### src/rtl/netdma_mem_arbiter.sv
// -----------------------------------------------------------------------------
// netdma_mem_arbiter
//
// Shares one Avalon-MM memory port between the netdma TX readmaster (reads
// only) and the RX writemaster (writes only). Arbitration is round-robin.
//
// A TX read holds the port only for its command cycle. An RX write holds it
// until the last beat of its burst is accepted. New read commands are
// throttled so that the number of read beats in flight never exceeds
// MAX_PENDING_READS.
//
// Ports
//   clk_i, rst_i              clock, synchronous active-high reset
//   tx_*                      TX readmaster slave side (address, read,
//                             burstcount, waitrequest, readdata, readdatavalid)
//   rx_*                      RX writemaster slave side (address, write,
//                             writedata, byteenable, burstcount, waitrequest)
//   mem_*                     master side toward the memory interconnect
//   pending_reads_o           read beats requested but not yet returned
//
// Parameters
//   ADDR_W, DATA_W, BURST_W   bus widths
//   MAX_PENDING_READS         read-beat budget; must be >= 2**(BURST_W-1) so
//                             that a maximum-length burst can always issue
//                             once the counter has drained
// -----------------------------------------------------------------------------
module netdma_mem_arbiter #(
  parameter int ADDR_W            = 32,
  parameter int DATA_W            = 64,
  parameter int BURST_W           = 8,
  parameter int MAX_PENDING_READS = 128,
  localparam int PEND_W           = $clog2(MAX_PENDING_READS + 1)
) (
  input  logic                  clk_i,
  input  logic                  rst_i,

  // TX readmaster
  input  logic [ADDR_W-1:0]     tx_address_i,
  input  logic                  tx_read_i,
  input  logic [BURST_W-1:0]    tx_burstcount_i,
  output logic                  tx_waitrequest_o,
  output logic [DATA_W-1:0]     tx_readdata_o,
  output logic                  tx_readdatavalid_o,

  // RX writemaster
  input  logic [ADDR_W-1:0]     rx_address_i,
  input  logic                  rx_write_i,
  input  logic [DATA_W-1:0]     rx_writedata_i,
  input  logic [DATA_W/8-1:0]   rx_byteenable_i,
  input  logic [BURST_W-1:0]    rx_burstcount_i,
  output logic                  rx_waitrequest_o,

  // Memory port
  output logic [ADDR_W-1:0]     mem_address_o,
  output logic [BURST_W-1:0]    mem_burstcount_o,
  output logic [DATA_W-1:0]     mem_writedata_o,
  output logic [DATA_W/8-1:0]   mem_byteenable_o,
  output logic                  mem_read_o,
  output logic                  mem_write_o,
  input  logic                  mem_waitrequest_i,
  input  logic [DATA_W-1:0]     mem_readdata_i,
  input  logic                  mem_readdatavalid_i,

  // Status
  output logic [PEND_W-1:0]     pending_reads_o
);

  // Wide enough to hold pending + a full burst without wrapping.
  localparam int SUM_W = ((PEND_W > BURST_W) ? PEND_W : BURST_W) + 1;

  typedef enum logic [1:0] {
    ST_IDLE        = 2'd0,
    ST_READ_CMD    = 2'd1,
    ST_WRITE_BURST = 2'd2
  } state_t;

  state_t               r_state;
  logic                 r_last_grant_tx;  // 1: TX had the last grant, 0: RX
  logic [PEND_W-1:0]    r_pending;
  logic [BURST_W-1:0]   r_beats_left;     // beats still owed after the current one

  logic [BURST_W-1:0]   w_tx_eff;
  logic [BURST_W-1:0]   w_rx_eff;
  logic                 w_tx_fit;
  logic                 w_tx_ok;
  logic                 w_in_read;
  logic                 w_in_write;
  logic                 w_read_accept;
  logic                 w_write_accept;
  logic                 w_first_beat;
  logic                 w_burst_done;
  logic [SUM_W-1:0]     w_pending_add;
  logic [SUM_W-1:0]     w_pending_next;

  // ---------------------------------------------------------------------------
  // Burst length normalisation: a burstcount of 0 means a single beat.
  // ---------------------------------------------------------------------------
  assign w_tx_eff = (tx_burstcount_i == '0) ? BURST_W'(1) : tx_burstcount_i;
  assign w_rx_eff = (rx_burstcount_i == '0) ? BURST_W'(1) : rx_burstcount_i;

  // A read may only be granted if its whole burst fits in the read budget.
  assign w_tx_fit = (SUM_W'(r_pending) + SUM_W'(w_tx_eff)) <= SUM_W'(MAX_PENDING_READS);
  assign w_tx_ok  = tx_read_i && w_tx_fit;

  assign w_in_read  = (r_state == ST_READ_CMD);
  assign w_in_write = (r_state == ST_WRITE_BURST);

  assign w_read_accept  = w_in_read  && tx_read_i  && !mem_waitrequest_i;
  assign w_write_accept = w_in_write && rx_write_i && !mem_waitrequest_i;

  // beats_left is 0 between bursts, so 0 inside WRITE_BURST marks the first
  // beat. A later beat is the last one when it is the only beat still owed.
  assign w_first_beat = (r_beats_left == '0);
  assign w_burst_done = w_write_accept &&
                        (w_first_beat ? (w_rx_eff == BURST_W'(1))
                                      : (r_beats_left == BURST_W'(1)));

  // ---------------------------------------------------------------------------
  // Outstanding read counter: add the accepted burst first, then retire one
  // beat per readdatavalid. Applying the add before the decrement lets a
  // return at pending == 0 coincide with an accept without being lost, while
  // a stray return at 0 with no accept saturates.
  // ---------------------------------------------------------------------------
  always_comb begin
    w_pending_add  = SUM_W'(r_pending);
    if (w_read_accept) begin
      w_pending_add = SUM_W'(r_pending) + SUM_W'(w_tx_eff);
    end
    w_pending_next = w_pending_add;
    if (mem_readdatavalid_i && (w_pending_add != '0)) begin
      w_pending_next = w_pending_add - SUM_W'(1);
    end
  end

  // ---------------------------------------------------------------------------
  // Grant FSM and its bookkeeping registers.
  // ---------------------------------------------------------------------------
  always_ff @(posedge clk_i) begin
    if (rst_i) begin
      r_state         <= ST_IDLE;
      r_last_grant_tx <= 1'b0;
      r_pending       <= '0;
      r_beats_left    <= '0;
    end else begin
      r_pending <= PEND_W'(w_pending_next);

      case (r_state)
        ST_IDLE: begin
          if (w_tx_ok && rx_write_i) begin
            // Tie: hand the port to whoever did not have it last.
            r_state <= r_last_grant_tx ? ST_WRITE_BURST : ST_READ_CMD;
          end else if (w_tx_ok) begin
            r_state <= ST_READ_CMD;
          end else if (rx_write_i) begin
            // Also reached when TX is requesting but over budget.
            r_state <= ST_WRITE_BURST;
          end
        end

        ST_READ_CMD: begin
          if (w_read_accept) begin
            r_last_grant_tx <= 1'b1;
            r_state         <= ST_IDLE;
          end else if (!tx_read_i) begin
            // Requester withdrew before the memory took the command.
            r_state <= ST_IDLE;
          end
        end

        ST_WRITE_BURST: begin
          // Write gaps (rx_write_i low) simply hold the grant.
          if (w_write_accept) begin
            if (w_burst_done) begin
              r_beats_left    <= '0;
              r_last_grant_tx <= 1'b0;
              r_state         <= ST_IDLE;
            end else if (w_first_beat) begin
              r_beats_left <= w_rx_eff - BURST_W'(1);
            end else begin
              r_beats_left <= r_beats_left - BURST_W'(1);
            end
          end
        end

        default: begin
          r_state <= ST_IDLE;
        end
      endcase
    end
  end

  // ---------------------------------------------------------------------------
  // Command path: a plain mux on the registered state. Outside WRITE_BURST the
  // command fields follow TX so a read is presented without extra delay.
  // ---------------------------------------------------------------------------
  assign mem_address_o    = w_in_write ? rx_address_i    : tx_address_i;
  assign mem_burstcount_o = w_in_write ? rx_burstcount_i : tx_burstcount_i;
  assign mem_writedata_o  = rx_writedata_i;   // only meaningful with mem_write_o
  assign mem_read_o       = w_in_read  && tx_read_i;
  assign mem_write_o      = w_in_write && rx_write_i;

  // Reads use all byte lanes; writes pass the RX byte enables through.
  generate
    for (genvar gi = 0; gi < DATA_W / 8; gi++) begin : g_be_lane
      assign mem_byteenable_o[gi] = w_in_write ? rx_byteenable_i[gi] : 1'b1;
    end
  endgenerate

  // Only the granted requester sees the memory's stall; the other is held.
  assign tx_waitrequest_o = w_in_read  ? mem_waitrequest_i : 1'b1;
  assign rx_waitrequest_o = w_in_write ? mem_waitrequest_i : 1'b1;

  // Read return path is independent of the grant.
  assign tx_readdata_o      = mem_readdata_i;
  assign tx_readdatavalid_o = mem_readdatavalid_i;

  assign pending_reads_o = r_pending;

endmodule

### config.mk
export PLATFORM = sky130hd
export DESIGN_NAME = netdma_mem_arbiter
export DESIGN_NICKNAME = d
export VERILOG_FILES = /design/src/rtl/netdma_mem_arbiter.sv
export SDC_FILE = /design/constraint.sdc
export NUM_CORES = 1
export LEC_CHECK = 0
export ABC_AREA = 1
export CAP_MARGIN = 15
export CORE_AREA = 2 2 158 160
export CTS_CLUSTER_DIAMETER = 100
export DETAILED_ROUTE_END_ITERATION = 10
export DIE_AREA = 0 0 160 162
export HOLD_SLACK_MARGIN = 0.03
export PLACE_DENSITY = 0.46
export SYNTH_ARGS = -nofsm -noshare
export SYNTH_HDL_FRONTEND = slang
export SYNTH_SLANG_ARGS = --single-unit
### constraint.sdc
create_clock -name clk_i -period 3.8 [get_ports clk_i]
set_input_delay 0.76 -clock clk_i [delete_from_list [all_inputs] [get_ports clk_i]]
set_output_delay 0.76 -clock clk_i [all_outputs]
set_load 0.03 [all_outputs]
==> results of run 1 <==
==> Yosys cell counts (5+ instances only) <==
| library cell | number |
|---|---|
| sky130_fd_sc_hd__buf_4 | 130 |
| sky130_fd_sc_hd__inv_2 | 6 |
| sky130_fd_sc_hd__nor2_1 | 25 |
| sky130_fd_sc_hd__nand3_1 | 47 |
| sky130_fd_sc_hd__clkbuf_1 | 15 |
| sky130_fd_sc_hd__ha_1 | 15 |
| sky130_fd_sc_hd__nor2_2 | 6 |
| sky130_fd_sc_hd__xor2_1 | 5 |
| sky130_fd_sc_hd__nor3_1 | 5 |
| sky130_fd_sc_hd__a21oi_1 | 18 |
| sky130_fd_sc_hd__dfxtp_1 | 19 |
| sky130_fd_sc_hd__or2_2 | 13 |
| sky130_fd_sc_hd__inv_1 | 47 |
| sky130_fd_sc_hd__nand2_1 | 209 |
| sky130_fd_sc_hd__nand2_2 | 5 |
| sky130_fd_sc_hd__o21ai_0 | 13 |
==> worst max-delay path: stages <==
cell	delay [ns]
sky130_fd_sc_hd__clkdlybuf4s50_1	0.49
sky130_fd_sc_hd__nor4_1	0.29
sky130_fd_sc_hd__a21o_1	0.17
sky130_fd_sc_hd__ha_1	0.20
sky130_fd_sc_hd__fa_1	0.46
sky130_fd_sc_hd__o21ai_2	0.25
sky130_fd_sc_hd__ha_1	0.22
sky130_fd_sc_hd__inv_1	0.05
sky130_fd_sc_hd__nor2_2	0.14
sky130_fd_sc_hd__nand3_4	0.12
sky130_fd_sc_hd__nand2_4	0.12
sky130_fd_sc_hd__nand2_1	0.08
sky130_fd_sc_hd__a21oi_2	0.13
==> worst max path at each step <==
stage	to	slack, ns	from
3_5_place_dp	pending_reads_o[0]	0.20	tx_burstcount_i[7]
5_1_grt	r_state[1]	0.25	tx_burstcount_i[7]
2_1_floorplan	r_state[1]	0.98	tx_burstcount_i[4]
6_report	pending_reads_o[0]	0.50	tx_burstcount_i[2]
4_1_cts	pending_reads_o[0]	0.45	tx_burstcount_i[7]
3_3_place_gp	pending_reads_o[2]	0.21	tx_burstcount_i[4]
==> sequential cells by signal, indices dropped and copies added (netlist names) <==
register / flops
pending_reads_o: 8
r_beats_left: 8
r_state: 2
r_last_grant_tx: 1
==> per-stage QoR <==
stage | worst slack, ns | std cells | cell area, sq um | hold WS [ns] | util [%]
after floorplan | 0.9787 | 619 | 3661 | 0.4452 | -
after global placement | 0.2108 | 954 | 4603 | 0.4533 | 19.10
after detailed placement | 0.2003 | 954 | 4603 | 0.4596 | 19.10
after CTS | 0.4494 | 958 | 4682 | 0.4692 | 19.42
after global routing | 0.2530 | 958 | 4682 | 0.4954 | 19.42
final | 0.5022 | 958 | 4682 | 0.4645 | 19.42
==> logic make-up after synthesis <==
family,after synthesis,synth area share (%)
xor+xnor,6,1.435
simple gates,327,39.78
buf+inv,201,34.14
fa+ha+maj,16,5.673
flops,19,10.39
compound gates,50,8.579
==> cell type report <==
type,count,share of cell area (%)
clock buffers,4,1.684
inverters,54,4.329
well taps,324,8.658
multi-input cells,399,43.48
flip-flops and latches,19,8.124
repair buffers,158,33.73
==> power groups by stage <==
stage / Combinational, uW / Sequential (uW) / Clock, uW
after floorplan: 2000 / 398 / 0
final: 2780 / 350 / 229
after detailed placement: 2800 / 357 / 0
after global placement: 2810 / 364 / 0
after CTS: 2810 / 355 / 238
after global routing: 3050 / 362 / 241
==> per-layer routing <==
metal	global-route usage [%]	share of wire, %
met2	23.14	51
met5	0	0
met4	2.416	1.4
met1	12.13	34
met3	6.844	14
==> cell usage in the layout (no fill, tap or decap), types with 2 or more instances in the layout <==
master                            Yosys  routed
sky130_fd_sc_hd__nand2_1            209     209
sky130_fd_sc_hd__a21oi_1             18      18
sky130_fd_sc_hd__buf_4              130       5
sky130_fd_sc_hd__o21ai_0             13      13
sky130_fd_sc_hd__o21ai_2              2       2
sky130_fd_sc_hd__ha_1                15      15
sky130_fd_sc_hd__xor2_1               5       5
sky130_fd_sc_hd__clkdlybuf4s50_1      0     152
sky130_fd_sc_hd__nor2_4               4       5
sky130_fd_sc_hd__dfxtp_1             19      19
sky130_fd_sc_hd__inv_2                6       7
sky130_fd_sc_hd__nor2_2               6       5
sky130_fd_sc_hd__nand4_1              4       4
sky130_fd_sc_hd__nor2_1              25      25
sky130_fd_sc_hd__nand2_2              5       5
sky130_fd_sc_hd__a21oi_2              4       4
sky130_fd_sc_hd__inv_1               47      46
sky130_fd_sc_hd__nor3_1               5       5
sky130_fd_sc_hd__o211ai_1             4       4
sky130_fd_sc_hd__nand3_1             47      47
sky130_fd_sc_hd__nand3_2              4       4
sky130_fd_sc_hd__or2_2               13      13
sky130_fd_sc_hd__clkbuf_16            0       3
sky130_fd_sc_hd__a31oi_1              2       2
==> run summary, run 1 <==
Result of the run = finished clean
Number of primary I/O pins = 411
Max transition margin = 45.75%
Input/output buffers = 154
Yosys warns = 0
Proportion of synthesized flip-flops having asynchronous set or reset = 0%
Setup-failing EPs final = 0
CTS Hold Buffers Added = 0
Effective utilization at floorplan = 15.19%
Diodes inserted = 0
Pwr dens = 716.8 nW/um^2
Clock input transition at the sequential cells of the worst setup and hold paths = 0.06 ns
HPWL after detailed placement = 15000 um
Count of nets after finishing = 873
Count of clock tree sinks = 19
Total Neg Setup Slack = 0 ns
Combinational cell fraction of total power = 82.7%
Worst Clk Skew = 0.006124 ns
Arrival time reported for the critical path endpoint = 3.48 ns
WL per Instance = 17.76 um
Cell row count = 57
Sw Ratio = 56.94%
Number of DRC violations after detailed-routing iteration 0 = 186
Final total power = 3356 uW
Detail-routed via count per cell = 3.785
Post-CTS setup buffer count = 0
Syn nets = 857
Grt ovf = 0
Wire length of the first global-routing pass = 24110 um
Die Y = 162 um
FF-to-FF End = pending_reads_o[0]
Cell count of the worst hold path = 2
Area of the mapped netlist = 3661 sq um
Remaining routing DRC violations = 0
Number of enable-type register cells in the synthesized netlist = 0
Critical path endpoint category = register
Power share of the clock group = 6.8%
Highest net fanout along the worst path = 7
Layout fillers = 2827
Final period utilization = 86.78%
Clock latency on the worst-skew pair = 0.26 ns
Antenna violations before repair = 0
Routed wire length = 17020 um
Cell-internal power = 1445 uW
Post-synth top area share = 26.66%
Post_cts resized = 0
Prevailing post-synth register cell = sky130_fd_sc_hd__dfxtp_1
Top area cells in the synthesized netlist = sky130_fd_sc_hd__buf_4 27%, sky130_fd_sc_hd__nand2_1 21%, sky130_fd_sc_hd__dfxtp_1 10%, sky130_fd_sc_hd__nand3_1 6.4%, sky130_fd_sc_hd__ha_1 5.1%
Worst Max-Slew Pin Slew = 0.8112 ns
Endpoint of the worst hold path = r_beats_left[1]
Critical Setup Path Class = primary input to register
Data required time at the worst endpoint = 3.98 ns
Worst Reg-to-Reg Cells = 13
Number of distinct library cell variants in the gate-level netlist after synthesis = 40
Beginning of the worst hold path = r_beats_left[1]
Sequential group share of total power = 10.4%
Psw = 1911 uW
Area of the core region = 24110 sq um
Type of the worst min-delay path = register to register
Number of max-slew violations in the final report = 0
DR pass1 iterations = 4
Synthesized flop and latch total = 19
Clock Tree Root = sky130_fd_sc_hd__clkbuf_16
Final hold violation count = 0
Final estimated routing congestion in global placement = 0.8584
Pin count of the biggest net entering global routing = 46
Clock buffer depth = 2
Count of mapped cells out of synthesis = 619
Kind of start point of the critical path = primary input
Via count of the first global-routing pass = 3540
Number of levels in the clock H-tree = 1
Worst flop-to-flop path startpoint = pending_reads_o[0]
Vias = 3626
Layout overhead on the synthesized area = 27.89%
Maximum clock frequency = 0.3032 GHz
Multi-input gate area in the final layout = 2036 sq um
Maximum resistive drop on vdd = 0.0002224 V
Clock tree from TritonCTS = done
Slack of the worst reg-to-reg path = 1.48 ns
Number of max-capacitance violations reported = 0
Cell accounting for the most synthesized area = sky130_fd_sc_hd__buf_4
Shortest period the worst path allows = 3.298 ns
Leakage Power = 0.002108 uW
Syn avg cell area = 5.914 sq um
Register area = 380.4 sq um
Antenna viol nets, final = 0
Die Wd = 160 um
Portion of the post-synthesis area used by sequential elements = 10.39%
Area of the die = 25920 sq um
Overall Global Routing Usage = 12.41%
Unrepaired setup endpoints after global routing = no
Clock buffer count from CTS = 3
Layout cell share with drive strength beyond 1 = 9.148%
No activity file was read; power rests on OpenSTA's default activity.
==> run 2, diff against run 1 <==
Settings changed: RECOVER_POWER set to 100.
==> run 2 against run 1 <==
Sequential share of layout area up 0.057 points; sequential cell count unchanged; count of clock-buffer cells in the layout unchanged; clock power about the same; first-iteration DRC count down 7.5%; wire length about the same; sequential power about the same; combinational power down 4%.
==> run summary, run 2 (synthesis results as in run 1) <==
Result of the run = finished clean
Leakage Power = 0.002121 uW (+0.64%)
Number of max-capacitance violations reported = 0 (unchanged)
Buf+Inv Stages, Crit Path = 2 (unchanged)
Grt ovf = 0 (unchanged)
Vias = 3619 (-0.19%)
Endpoint of the worst hold path = r_beats_left[1]
Max transition margin = 46.88% (+1.1 points)
Antenna violations before repair = 0 (unchanged)
HPWL after detailed placement = 15000 um (unchanged)
Most common cell after layout, fill and taps aside = sky130_fd_sc_hd__nand2_1
Number of max-slew violations in the final report = 0 (unchanged)
Effective utilization at floorplan = 15.19% (unchanged)
Clock Tree Root = sky130_fd_sc_hd__clkbuf_16
Pwr dens = 695.6 nW/um^2 (-3.0%)
Routed wire length = 17010 um (about the same)
Final Core Density = 19.29% (-0.13 points)
Register area = 380.4 sq um (unchanged)
Worst Reg-to-Reg Cells = 9 (-4)
Via count of the first global-routing pass = 3540 (unchanged)
Maximum resistive drop on vdd = 0.0002211 V (-0.58%)
Shortest period the worst path allows = 3.428 ns (+0.1304 ns)
Slack of the worst reg-to-reg path = 1.43 ns (-0.05 ns)
Remaining routing DRC violations = 0 (unchanged)
Setup-failing EPs final = 0 (unchanged)
Critical Setup Path Class = primary input to register
Clock tree from TritonCTS = done
Critical path endpoint category = register
GR Layer Usage met2 = 23.14% (unchanged)
Arrival time reported for the critical path endpoint = 3.60 ns (+0.12 ns)
Worst Max-Slew Pin Slew = 0.7968 ns (-0.01437 ns)
Most Frequent Cell on Critical Path = sky130_fd_sc_hd__ha_1
Layer with the highest usage after global routing = met2
Final hold violation count = 0 (unchanged)
GR met1 Demand/Resource = 12.13% (unchanged)
Final estimated routing congestion in global placement = 0.8584 (unchanged)
Number of primary I/O pins = 411 (unchanged)
Data required time at the worst endpoint = 3.98 ns (about the same)
Worst Clk Skew = 0.004602 ns (-0.001522 ns)
Family with the most delay on the worst path = adder cells
Antenna viol nets, final = 0 (unchanged)
Type of the worst min-delay path = register to register
Clock buffer count from CTS = 3 (unchanged)
Diodes inserted = 0 (unchanged)
Crit-path slowest cell = sky130_fd_sc_hd__dlygate4sd3_1
Met3 routing resource usage after global routing = 6.844% (unchanged)
Count of nets after finishing = 873 (unchanged)
Number of levels in the clock H-tree = 1 (unchanged)
Layout fillers = 2833 (+0.21%)
Unrepaired setup endpoints after global routing = no
Layout overhead on the synthesized area = 27.00%
Wire length of the first global-routing pass = 24110 um (unchanged)
Count of clock tree sinks = 19 (unchanged)
Highest net fanout along the worst path = 7 (unchanged)
Beginning of the worst hold path = r_beats_left[1]
WL per Instance = 17.75 um (about the same)
Cell count of the worst hold path = 2 (unchanged)
Worst path setup slack after routing = 0.3718 ns (-0.1304 ns)
Worst flop-to-flop path startpoint = r_state[1]
Maximum cell stage delay along the critical path = 0.59 ns (+0.10 ns)
Dpl ws = 0.2003 ns (unchanged)
Power share of the clock group = 7.0% (+0.2 points)
Number of DRC violations after detailed-routing iteration 0 = 172 (-7.5%)
CTS Hold Buffers Added = 0 (unchanged)
Sw Ratio = 58.50% (+1.6 points)
Worst hold-check slack = 0.4645 ns (+0.000004000 ns)
Post-CTS setup buffer count = 0 (unchanged)
Kind of start point of the critical path = primary input
Clock latency on the worst-skew pair = 0.26 ns (about the same)
Cell row count = 57 (unchanged)
Maximum clock frequency = 0.2917 GHz (-3.8%)
Clock input transition at the sequential cells of the worst setup and hold paths = 0.06 ns (about the same)
Area of the core region = 24110 sq um (unchanged)
Multi-input gate area in the final layout = 2019 sq um (-0.80%)
Clock buffer depth = 2 (unchanged)
Post_cts resized = 0 (unchanged)
Final period utilization = 90.22% (+3.4 points)
DR pass1 iterations = 4 (unchanged)
Sequence of cells on the critical path = dlygate4sd3_1 -> nor3_1 -> a21o_1 -> ha_1 -> fa_1 -> o21ai_2 -> ha_1 -> inv_1 -> nor2_1 -> nand3_4 -> nand2_4 -> nand2_1 -> a21oi_1
Die Wd = 160 um (unchanged)
FF-to-FF End = r_beats_left[0]
Combinational cell fraction of total power = 82.2% (-0.5 points)
Cell-internal power = 1342 uW (-7.1%)
Most used cells in the layout excluding fill and tap cells = 209 x sky130_fd_sc_hd__nand2_1, 91 x sky130_fd_sc_hd__clkdlybuf4s50_1, 61 x sky130_fd_sc_hd__dlygate4sd3_1, 47 x sky130_fd_sc_hd__nand3_1, 46 x sky130_fd_sc_hd__inv_1
Overall Global Routing Usage = 12.41% (unchanged)
Total Neg Setup Slack = 0 ns (unchanged)
Area of the die = 25920 sq um (unchanged)
Pin count of the biggest net entering global routing = 46 (unchanged)
Layout cell share with drive strength beyond 1 = 8.202% (-0.95 points)
Input/output buffers = 154 (unchanged)
Psw = 1892 uW (-0.99%)
Sequential group share of total power = 10.8% (+0.4 points)
Die Y = 162 um (unchanged)
Detail-routed via count per cell = 3.778 (-0.19%)
## run 2: power by group through the flow
stage | registers (uW) | logic (uW) | clock network (uW)
floorplan | 398 | 2000 | 0
global placement | 364 | 2810 | 0
detailed placement | 357 | 2800 | 0
CTS | 355 | 2810 | 238
global route | 361 | 2930 | 241
finish | 348 | 2660 | 228
## run 2: cell type report
class	count	area share, %
Tap cell	324	8.719
Inverter	54	4.360
Clock buffer	4	1.695
Sequential cell	19	8.181
Timing Repair Buffer	158	33.61
Multi-Input combinational cell	399	43.43
## run 2: worst max path at each step
stage	from	end	depth (start not counted)
3_5_place_dp	tx_burstcount_i[7]	pending_reads_o[0]	13
6_report	tx_burstcount_i[7]	pending_reads_o[0]	13
2_1_floorplan	tx_burstcount_i[4]	r_state[1]	15
5_1_grt	tx_burstcount_i[7]	pending_reads_o[3]	13
3_3_place_gp	tx_burstcount_i[4]	pending_reads_o[2]	13
4_1_cts	tx_burstcount_i[7]	pending_reads_o[0]	13
## run 2: metal layers
| metal | part of all wire [%] | routed length (um) |
|---|---|---|
| met1 | 34 | 5744 |
| met4 | 1.4 | 237 |
| met3 | 14 | 2303 |
| met5 | 0 | 0 |
| met2 | 51 | 8724 |
## run 2: per-stage QoR
stage	total power, uW	area, sq um	instances
6_report	3234	4649	958
5_1_grt	3535	4649	958
4_1_cts	3404	4682	958
3_5_place_dp	3156	4603	954
3_3_place_gp	3171	4603	954
2_1_floorplan	2400	3661	619
## run 2: tightest hold or removal path, stage by stage (launching register included)
cell	delay (ns)
sky130_fd_sc_hd__dfxtp_1	0.31
sky130_fd_sc_hd__nand2_1	0.06
sky130_fd_sc_hd__a21oi_1	0.05
